**config.mk**
```make
export PLATFORM = sky130hd
export DESIGN_NAME = timer_unit_flat
export DESIGN_NICKNAME = d
export VERILOG_FILES = /design/src/rtl/timer_unit_if.sv /design/src/rtl/timer_unit.sv /design/src/flat_wrapper.sv
export SDC_FILE = /design/constraint.sdc
export NUM_CORES = 1
export LEC_CHECK = 0
export BUFFER_PORTS_ARGS = -buffer_cell sky130_fd_sc_hd__buf_2
export CAP_MARGIN = 20
export CORE_MARGIN = 2
export CORE_UTILIZATION = 30
export CTS_CLUSTER_DIAMETER = 100
export DETAILED_ROUTE_END_ITERATION = 16
export GPL_TIMING_DRIVEN = 0
export SYNTH_ARGS = -nofsm -noshare
export SYNTH_HDL_FRONTEND = slang
export SYNTH_SLANG_ARGS = --single-unit
```
**constraint.sdc**
```tcl
create_clock -name clk -period 6.8 [get_ports clk]
set_input_delay 0.34 -clock clk [delete_from_list [all_inputs] [get_ports clk]]
set_output_delay 0.34 -clock clk [all_outputs]
set_load 0.01 [all_outputs]
```
**src/rtl/timer_unit_if.sv**
```systemverilog
// -----------------------------------------------------------------------------
// timer_unit_if
// Register-access port between the processor load/store unit and the machine
// timer. Every access completes in the single cycle its strobe is high.
//   sel    : access strobe, valid for one cycle
//   we     : write enable, qualified by sel
//   addr   : byte offset into the register window (bits [1:0] ignored)
//   wdata  : write data
//   rdata  : read data (combinational, 0 when not reading)
// Modports: master (LSU side), slave (timer side).
// -----------------------------------------------------------------------------
interface timer_unit_if;
    logic        sel;
    logic        we;
    logic [4:0]  addr;
    logic [31:0] wdata;
    logic [31:0] rdata;

    modport master (
        output sel,
        output we,
        output addr,
        output wdata,
        input  rdata
    );

    modport slave (
        input  sel,
        input  we,
        input  addr,
        input  wdata,
        output rdata
    );
endinterface

```
**src/rtl/timer_unit.sv**
```systemverilog
// -----------------------------------------------------------------------------
// timer_unit
// RISC-V machine timer: 64-bit mtime advanced by a programmable prescaler,
// 64-bit mtimecmp, and a registered level interrupt raised while
// mtime >= mtimecmp (gated by irq_en).
//
// Parameters:
//   PRESCALE  : clock cycles per mtime tick, 1..65535
//   CMP_RESET : reset value of mtimecmp
// Ports:
//   clk             : system clock, rising edge
//   rst             : asynchronous active-low reset
//   bus             : register access port (timer_unit_if.slave)
//   timer_interrupt : machine timer interrupt request, level, registered
//
// Register map (word offsets): 0x00 mtime_lo, 0x04 mtime_hi,
// 0x08 mtimecmp_lo, 0x0C mtimecmp_hi, 0x10 ctrl {irq_en, cnt_en},
// 0x14..0x1C read as zero, writes ignored.
//
// Optional feature macro TIMER_HI_LATCH_EN: a read of mtime_lo latches the
// upper half into a shadow register that mtime_hi reads return afterwards,
// giving software a coherent 64-bit snapshot. Without it, mtime_hi reads the
// live upper half and software uses a hi-lo-hi retry.
// -----------------------------------------------------------------------------
module timer_unit #(
    parameter int unsigned PRESCALE  = 1,
    parameter logic [63:0] CMP_RESET = 64'hFFFF_FFFF_FFFF_FFFF
) (
    input  logic            clk,
    input  logic            rst,
    timer_unit_if.slave     bus,
    output logic            timer_interrupt
);

    localparam logic [15:0] PRESC_LAST  = 16'(PRESCALE - 1);

    localparam logic [2:0]  W_MTIME_LO  = 3'd0;
    localparam logic [2:0]  W_MTIME_HI  = 3'd1;
    localparam logic [2:0]  W_CMP_LO    = 3'd2;
    localparam logic [2:0]  W_CMP_HI    = 3'd3;
    localparam logic [2:0]  W_CTRL      = 3'd4;

    logic [15:0] presc_r;
    logic [63:0] mtime_r;
    logic [63:0] mtimecmp_r;
    logic        cnt_en_r;
    logic        irq_en_r;
    logic        irq_r;

    logic [2:0]  word_s;
    logic        wr_s;
    logic        rd_s;
    logic        tick_s;
    logic        cmp_s;
    logic        addr_unused_s;

    assign word_s        = bus.addr[4:2];
    assign addr_unused_s = ^bus.addr[1:0];
    assign wr_s          = bus.sel & bus.we;
    assign rd_s          = bus.sel & ~bus.we;
    assign tick_s        = cnt_en_r & (presc_r == PRESC_LAST);
    assign cmp_s         = (mtime_r >= mtimecmp_r);

    // Prescaler and mtime: a software write to either mtime half wins over a
    // same-cycle tick, so the increment (and any carry into the other half)
    // is dropped and the prescaler restarts from zero.
    always_ff @(posedge clk or negedge rst) begin
        if (!rst) begin
            presc_r <= 16'd0;
            mtime_r <= 64'd0;
        end else if (wr_s && (word_s == W_MTIME_LO)) begin
            mtime_r[31:0] <= bus.wdata;
            presc_r       <= 16'd0;
        end else if (wr_s && (word_s == W_MTIME_HI)) begin
            mtime_r[63:32] <= bus.wdata;
            presc_r        <= 16'd0;
        end else if (tick_s) begin
            mtime_r <= mtime_r + 64'd1;
            presc_r <= 16'd0;
        end else if (cnt_en_r) begin
            presc_r <= presc_r + 16'd1;
        end else begin
            presc_r <= presc_r;
        end
    end

    // Compare register and control bits, written by software only.
    always_ff @(posedge clk or negedge rst) begin
        if (!rst) begin
            mtimecmp_r <= CMP_RESET;
            cnt_en_r   <= 1'b1;
            irq_en_r   <= 1'b1;
        end else if (wr_s) begin
            case (word_s)
                W_CMP_LO: mtimecmp_r[31:0]  <= bus.wdata;
                W_CMP_HI: mtimecmp_r[63:32] <= bus.wdata;
                W_CTRL: begin
                    cnt_en_r <= bus.wdata[0];
                    irq_en_r <= bus.wdata[1];
                end
                default: begin
                    mtimecmp_r <= mtimecmp_r;
                end
            endcase
        end else begin
            mtimecmp_r <= mtimecmp_r;
        end
    end

    // Interrupt request: compares the pre-edge register values, so any change
    // of mtime, mtimecmp or irq_en shows on the pin exactly one cycle later.
    always_ff @(posedge clk or negedge rst) begin
        if (!rst) begin
            irq_r <= 1'b0;
        end else begin
            irq_r <= cmp_s & irq_en_r;
        end
    end

    assign timer_interrupt = irq_r;

`ifdef TIMER_HI_LATCH_EN
    logic [31:0] shadow_r;

    // Upper-half snapshot: captured on a read of mtime_lo, overwritten by a
    // write of mtime_hi so the shadow never returns stale software data.
    always_ff @(posedge clk or negedge rst) begin
        if (!rst) begin
            shadow_r <= 32'd0;
        end else if (wr_s && (word_s == W_MTIME_HI)) begin
            shadow_r <= bus.wdata;
        end else if (rd_s && (word_s == W_MTIME_LO)) begin
            shadow_r <= mtime_r[63:32];
        end else begin
            shadow_r <= shadow_r;
        end
    end
`endif

    // Read mux: combinational so the access completes in its sel cycle; the
    // value returned is the register content before this cycle's edge.
    always_comb begin
        bus.rdata = 32'd0;
        if (rd_s) begin
            case (word_s)
                W_MTIME_LO: bus.rdata = mtime_r[31:0];
`ifdef TIMER_HI_LATCH_EN
                W_MTIME_HI: bus.rdata = shadow_r;
`else
                W_MTIME_HI: bus.rdata = mtime_r[63:32];
`endif
                W_CMP_LO:   bus.rdata = mtimecmp_r[31:0];
                W_CMP_HI:   bus.rdata = mtimecmp_r[63:32];
                W_CTRL:     bus.rdata = {30'd0, irq_en_r, cnt_en_r};
                default:    bus.rdata = 32'd0;
            endcase
        end else begin
            bus.rdata = 32'd0;
        end
    end

endmodule

```
**src/flat_wrapper.sv**
```systemverilog
// flat-port wrapper written by rule: the top's interface ports become plain ports
module timer_unit_flat 
#(
    parameter int unsigned PRESCALE  = 1,
    parameter logic [63:0] CMP_RESET = 64'hFFFF_FFFF_FFFF_FFFF
)
  (clk, rst, timer_interrupt, bus_sel, bus_we, bus_addr, bus_wdata, bus_rdata);
  timer_unit_if bus_i ();
  input  logic clk;
  input  logic rst;
  output logic timer_interrupt;
  input wire logic [$bits(bus_i.sel)-1:0] bus_sel;
  input wire logic [$bits(bus_i.we)-1:0] bus_we;
  input wire logic [$bits(bus_i.addr)-1:0] bus_addr;
  input wire logic [$bits(bus_i.wdata)-1:0] bus_wdata;
  output wire logic [$bits(bus_i.rdata)-1:0] bus_rdata;
  assign bus_i.sel = bus_sel;
  assign bus_i.we = bus_we;
  assign bus_i.addr = bus_addr;
  assign bus_i.wdata = bus_wdata;
  assign bus_rdata = bus_i.rdata;
  timer_unit #(.PRESCALE(PRESCALE), .CMP_RESET(CMP_RESET)) u_core (.clk(clk), .rst(rst), .bus(bus_i), .timer_interrupt(timer_interrupt));
endmodule
```
==> summary.md, run 1 <==
Among all stages on the critical path, the largest delay is contributed by nor3_1. The critical path is of the in -> reg type. Count of pins on the block boundary: 74. TritonCTS built the clock tree. Setup repair after global routing left no endpoint under its margin.

The commonest cells after synthesis are nand2_1, o21ai_0, a21oi_1, dfrtp_1, inv_1. For the via count of the first global-routing pass, the log shows 9,768. The run finished with clean final reports. In the routed layout, each cell is associated on average with a via count of 5.74. In this run the mean area of a mapped cell was 8.36 µm². The deepest clock path buffer count came out at 2. The count of buffers from port buffering was 69. The first-pass GRT wire length was 58.5 mm. Yosys attributes the largest share of cell area to dfrtp_1, dfstp_2, ha_1. The number of clock buffers added by TritonCTS is 17. Once routing completed, OpenROAD measured the worst setup slack at 3.59 ns.

After synthesis the netlist holds a flip-flop and latch count of 147. The clock net in this run drives a total of 147 sinks. Summed over all layers, the global routing overflow is 0. The part of the cycle the worst path needs is 0.472.

The run gives 1,709 as the number of placed instances with taps included. After detailed routing, the average wire length per cell comes to 22.0 µm. Walking the worst path, the cells encountered are buf_2 -> clkbuf_1 -> nor3_1 -> and3_1 -> clkbuf_1 -> o21ai_1 -> clkbuf_1 -> a21oi_1 -> nor2_1 -> a21oi_1. The tools report the tightest slew margin relative to the limit as 0.289.

Fraction of synthesized cell area taken by the top area cell type: 0.203. The count of pins over their slew limit came out at 0. The die width is 187 µm. In this run, synthesis inferred 0 flip-flops with an integrated enable. The run gives 10,000 µm² as the cell area after synthesis. The worst path in the final design needs a cycle of 3.21 ns, including I/O delays and setup. The area enclosed by the die boundary is 34,800 µm², and the total core area is 32,700 µm². Measured along the y axis, the die boundary spans 187 µm. The cell type with the largest total area after synthesis is dfrtp_1. The worst hold path belongs to the class in -> reg. The area growth from synthesis to layout is 15.6%. By instance count, the leading cell after synthesis is nand2_1. The ratio of cells with drive above 1 in the final layout works out to 0.165. The most used flip-flop cell after synthesis was dfrtp_1. The tools report the highest clock frequency the design can meet as 311 MHz. OpenSTA, run right after detailed placement, puts the worst setup slack at 3.35 ns.

Data arrives at the worst endpoint at 3.58 ns. Together, buffers and inverters on the worst path number 4. Entering global routing, the biggest net connects 79 pins.

The initial antenna violation count was 1; the DRC violation count after routing was 0. In this design, the critical path's most frequently occurring cell is clkbuf_1. The wire length reported by the detailed router was 38.4 mm. STA classifies the critical path startpoint as an input port. Across the VDD grid, the largest voltage drop is 0.173 mV. After filler insertion, the fill cell instance count of the layout stands at 3,501.

The highest fanout seen on the critical path is 10. At the pin with the least slew margin, the transition time is 1.06 ns. On the worst path, the slowest cell contributes a delay of 0.83 ns.

The clock latency on the worst-skew pair came out at 0.45 ns. During synthesis, Yosys emitted a total of 0 warnings. H-tree level count: 4.

The first-iteration detailed-routing DRC count came out at 937. Among cell families on the critical path, the largest total delay comes from buffers and inverters. The root buffer cell chosen for the clock tree is clkbuf_16. For the fraction of the yosys area taken by sequential cells, the log shows 0.376. Summed over all cells, the static leakage comes to 4.71 nW.

Setup violations remaining at the end of the flow were counted as 0. For the number of antenna cells inserted, the log shows 0. The total routing resource utilization after global routing came out at 0.219.

Share of synthesized registers carrying an async set or reset: 1.00. The total nets after synthesis was 1,305. Max-cap violations in this run came to 0. The first detailed-routing pass took 6 iterations.

At the end of routability-driven placement, the weighted congestion stood at 0.940. Remaining antenna violation count: 0. The starting utilization of the core area is 0.306, and the register clock-pin slew on the reported worst setup and hold paths is 0.07 ns. Once detailed placement completed, the half-perimeter wirelength came to 28.5 mm. The summed negative setup slack over all endpoints was 0 ns; the via count of the routed design was 9,999. The netlist uses 74 different library cells. The total power density per cell area is 312 nW/µm².

In the final design database the tool counted 1,396 nets. The number of cells in the finished layout apart from fillers was 1,742. The logs give 0 for the final hold violation count and 1,197 for the cell count after synthesis. STA classifies the critical path endpoint as a register. The clock arrives with 0.0146 ns of skew. After floorplanning, the core was divided into 66 placement rows. STA puts the critical path data required time at 7.17 ns.
[kinds of logic (layout without fill, tap and decap cells)]
group / after synthesis / count (layout) / synth area share
compound gates: 412 / 412 / 0.253
simple gates: 403 / 403 / 0.209
buf+inv: 150 / 253 / 0.0619
flops: 147 / 147 / 0.376
fa+ha+maj: 67 / 67 / 0.0838
xor+xnor: 11 / 11 / 0.00963
mux: 7 / 7 / 0.00763
[registers in the layout, indices dropped and copies added (netlist names)]
name                    count
u_core.mtimecmp_r          64
u_core.mtime_r             64
u_core.presc_r             16
u_core.cnt_en_r             1
u_core.timer_interrupt      1
u_core.irq_en_r             1
[power by group]
group          total, mW  switching [mW]  internal, mW
Combinational       1.16           0.724         0.433
Clock               1.02           0.430         0.588
Sequential          1.43           0.275          1.15
Total               3.60            1.43          2.18
[placed cells by master (no fill, tap or decap), types with 7 or more instances in the layout]
master	Yosys	final
inv_1	73	73
clkbuf_16	0	19
nor4_1	11	11
xor2_1	9	9
dfstp_2	66	66
and2_1	7	7
nand3_1	51	51
a21oi_1	118	118
nand4_1	33	33
a31oi_1	12	12
o22a_1	7	7
nor2_1	66	66
dfrtp_1	81	81
nand2_1	146	146
and3_1	23	23
ha_1	67	67
a22oi_1	68	68
and4_1	13	13
o22ai_1	21	21
clkbuf_1	56	56
buf_2	8	77
a2bb2oi_1	10	10
o21ai_0	119	119
nor3_1	12	12
[per-layer routing]
| layer | GRT usage | wire length [µm] | vias to the layer above |
|---|---|---|---|
| met5 | 0 | 17 | - |
| met4 | 0.0827 | 1200 | 2 |
| met3 | 0.0613 | 3440 | 73 |
| met2 | 0.346 | 17600 | 438 |
| met1 | 0.285 | 16200 | 4880 |
| li1 | - | - | 4606 |
[worst paths after layout]
path                                       startpoint                    end  slack [ns]  depth (start not counted)
worst max-delay path                      bus_addr[3]     u_core.mtime_r[29]        3.59                         10
worst min-delay path                    bus_wdata[17]  u_core.mtimecmp_r[17]        0.18                          3
worst max register to register      u_core.presc_r[0]     u_core.mtime_r[29]        3.68                          9
worst min register to register  u_core.mtimecmp_r[43]  u_core.mtimecmp_r[43]        0.52                          2
max in group asynchronous                         rst  u_core.mtimecmp_r[16]        5.40                          3
min in group asynchronous                         rst      u_core.presc_r[8]        0.50                          2
[stage by stage]
stage | hold WS (ns) | power, mW | utilization | area [µm²]
global route | 0.184 | 3.81 | 0.354 | 11600
finish | 0.177 | 3.60 | 0.354 | 11600
global placement | 0.498 | 2.53 | 0.333 | 10900
CTS | 0.173 | 3.59 | 0.354 | 11600
floorplan | 0.0444 | 2.12 | - | 10000
detailed placement | 0.441 | 2.56 | 0.335 | 10900
[timing repair]
action / CTS / global route
gates resized for setup: 0 / 0
buffers inserted: 0 / 0
hold endpoints to repair: 34 / 0
hold buffers: 1 / 0
[tightest hold or removal path: cells and delay by family]
| kind | cells | cell delay (ns) |
|---|---|---|
| and+or+nand+nor | 1 | 0.06 |
| buffers and inverters | 1 | 0.14 |
| AOI/OAI and AO/OA | 1 | 0.07 |
[area by class of cell]
class | count | area (µm²) | area share
multi-input cells | 900 | 5630 | 0.486
flip-flops and latches | 147 | 3760 | 0.325
well taps | 442 | 553 | 0.0478
clock buffers | 19 | 475 | 0.0411
repair buffers | 72 | 394 | 0.0341
plain buffers | 77 | 345 | 0.0298
inverters | 73 | 274 | 0.0237
clock inverters | 12 | 141 | 0.0122
(Power assumes the default switching activity.)
==> run 2, diff against run 1 <==
==> constraint.sdc (replaced) <==
create_clock -name clk -period 2.6 [get_ports clk]
set_input_delay 0.13 -clock clk [delete_from_list [all_inputs] [get_ports clk]]
set_output_delay 0.13 -clock clk [all_outputs]
set_load 0.01 [all_outputs]
==> summary.md, run 2 (same netlist as run 1, synthesis figures left out) <==
The flow ran to the end, and the final reports show no timing, DRC or antenna violations. The largest net degree at the start of global routing is 79 (unchanged), and the count of buffers from port buffering is 69 (unchanged). For the final hold violation count, the log shows 0 (unchanged).

The logs give 1,462 (+4.7%) for the number of nets in the finished design and 147 (unchanged) for the number of sinks handled by clock tree synthesis. The DRC violation count after routing is 0 (unchanged). For the total iterations of the first detailed-routing run, the log shows 8 (+2).

For the area enclosed by the die boundary, the log shows 34,800 µm² (unchanged). CTS placed an instance of clkbuf_16 at the clock tree root. The first-pass GRT wire length is 59.7 mm (+2.0%), and the largest incremental delay on the critical path is 0.55 ns (-0.28 ns).

The run gives 0 (unchanged) as the count of pins over their slew limit. For the remaining antenna violation count, the log shows 0 (unchanged). The library cell used most frequently in the layout, excluding fill and tap cells, is nand2_1.

Leaving out fill and tap cells, the most frequent cells in the layout are nand2_1, o21ai_0, a21oi_1, dfrtp_1, inv_1. The worst path needs 2.60 ns of the cycle, external delays included. The leakage power summed over all cells was 5.12 nW (+8.7%). The worst endpoint required time is 2.97 ns (-4.20 ns), and the ratio of cells with drive above 1 in the final layout is 0.211 (+0.0454). The initial antenna violation count came out at 0 (-1). The startpoint class of the critical path was a register. The maximum vdd drop came out at 0.479 mV (+180%). For the number of placed instances with taps included, the log shows 1,709 (unchanged). The type of the tightest min-delay check is in -> reg. Setup repair after global routing could not meet its margin everywhere. The first-iteration detailed-routing DRC count was 1,003 (+7.0%).

The tools report the nature of the critical path endpoint as a register. Number of cells in the finished layout apart from fillers: 1,808 (+3.8%). For the total grt overflow, the log shows 0 (unchanged). Total routing resource utilization after global routing: 0.223 (+0.00393).

For the worst clock skew on the final layout, the log shows 0.0166 ns (+0.00201 ns). The highest fanout seen on the critical path was 5 (-5). The tools report the total core area as 32,700 µm² (unchanged). The placement-stage cell area was 10,900 µm² (unchanged).

For the max-capacitance violation count, the log shows 0 (unchanged). The via density per instance works out to 5.75 (+0.12%). The via count of the first global-routing pass was 9,962 (+2.0%).

The number of cell rows was 66 (unchanged). For the routability congestion estimate from global placement, the log shows 0.940 (unchanged). Walking the worst path, the cells encountered are inv_1 -> ha_4 -> or4b_4 -> or4_4 -> buf_12 -> buf_4 -> nor2_4 -> buf_4 -> nand3_1 -> o211ai_1. Count of pins on the block boundary: 74 (unchanged). For the number of failing setup endpoints in the final timing report, the log shows 0 (unchanged). The via count of the routed design is 10,400 (+3.9%), and the wire length reported by the detailed router is 39.5 mm (+2.9%). The run gives 2 (unchanged) as the deepest clock path buffer count. The kind of critical path was reg -> reg. The starting utilization of the core area is 0.306 (unchanged), and the average wire length per cell after detail routing is 21.8 µm (-0.87%). The die boundary height came out at 187 µm (unchanged).

The number of fill cells in the layout is 3,431 (-2.0%), and the number of antenna cells inserted is 0 (unchanged). Among the stages of the critical path, the cell type that occurs most often is buf_4. The run gives 4 (unchanged) as the H-tree level count.

The cell area after layout was 12,500 µm² (+7.8%); the highest clock frequency the design can meet was 385 MHz. Relative to the synthesized area, the layout overhead comes to 24.7%. The part of the cycle the worst path needs is 0.999. For the number of buffers added by the clock tree synthesis step, the log shows 17 (unchanged).

The register clock-pin slew on the reported worst setup and hold paths was 0.07 ns (about the same). The data arrival time at the worst-slack endpoint was 2.96 ns (-0.62 ns); the transition at the pin with the smallest max-transition slack was 0.936 ns (-0.120 ns). Die width: 187 µm (unchanged). For the summed negative setup slack over all endpoints, the log shows 0 ns (unchanged). The total power density per cell area works out to 805 nW/µm² (+160%). The largest registers in the layout are u_core.mtime_r (64), u_core.mtimecmp_r (64), u_core.presc_r (16).

Clock latency on the worst-skew pair: 0.45 ns (about the same). TritonCTS built the clock tree. The tightest slew margin relative to the limit is 0.371 (+0.0816). The largest individual stage delay along the critical path comes from the cell or4_4. The run gives 28.5 mm (unchanged) as the total half-perimeter wirelength after legalization and detailed placement.
## run 2: where the power goes
| group | switching (mW) | internal [mW] |
|---|---|---|
| clock | 1.13 | 1.54 |
| sequential | 0.722 | 3.03 |
| combinational | 2.08 | 1.54 |
## run 2: final cells by class
class,instances,area (µm²),share of cell area
Tap cell,442,553,0.0443
Sequential cell,147,3770,0.302
Inverter,73,274,0.0220
Buffer,75,392,0.0314
Timing Repair Buffer,140,1030,0.0828
Clock inverter,12,141,0.0113
Clock buffer,19,475,0.0381
Multi-Input combinational cell,900,5840,0.468
## run 2: worst paths after layout
check	start	slack, ns	cells after the start	endpoint
worst min-delay path	bus_we	0.13	3	u_core.irq_en_r
worst min register to register	u_core.mtimecmp_r[43]	0.52	2	u_core.mtimecmp_r[43]
min in group asynchronous	rst	0.29	2	u_core.presc_r[8]
worst max register to register	u_core.presc_r[0]	0.001	10	u_core.mtime_r[62]
max in group asynchronous	rst	1.42	3	u_core.mtimecmp_r[16]
worst max-delay path	u_core.presc_r[0]	0.001	10	u_core.mtime_r[62]
## run 2: per-stage QoR
step,power (mW),setup WS (ns),utilization,hold slack (ns)
global placement,6.63,-0.985,0.333,0.410
finish,10.0,0.00141,0.382,0.135
CTS,9.64,-0.000302,0.371,0.127
global route,10.6,-0.0787,0.382,0.147
floorplan,5.55,0.116,-,-0.166
detailed placement,6.71,-0.637,0.335,0.231
## run 2: routing by layer
layer,share of wire,global-route usage,up-vias
met5,0,0,-
li1,-,-,4732
met1,0.42,0.293,5043
met4,0.037,0.0867,0
met3,0.094,0.0585,91
met2,0.45,0.351,524
## run 2: worst max-delay path: cells and delay by family (launching register included)
kind	cells	cell delay, ns
AND/OR/NAND/NOR	4	1.26
adder cells (fa/ha/maj)	1	0.12
AO/OA/AOI/OAI	1	0.18
buffers and inverters	4	0.56
flip-flops	1	0.39
## run 2: what timing repair did
action,in CTS,in global routing
buffers inserted,17,18
pin swaps,7,15
hold buffers,33,0
cloned,0,2
gates resized for setup,40,49
endpoints found under the hold margin,95,0
setup endpoints to repair,64,74
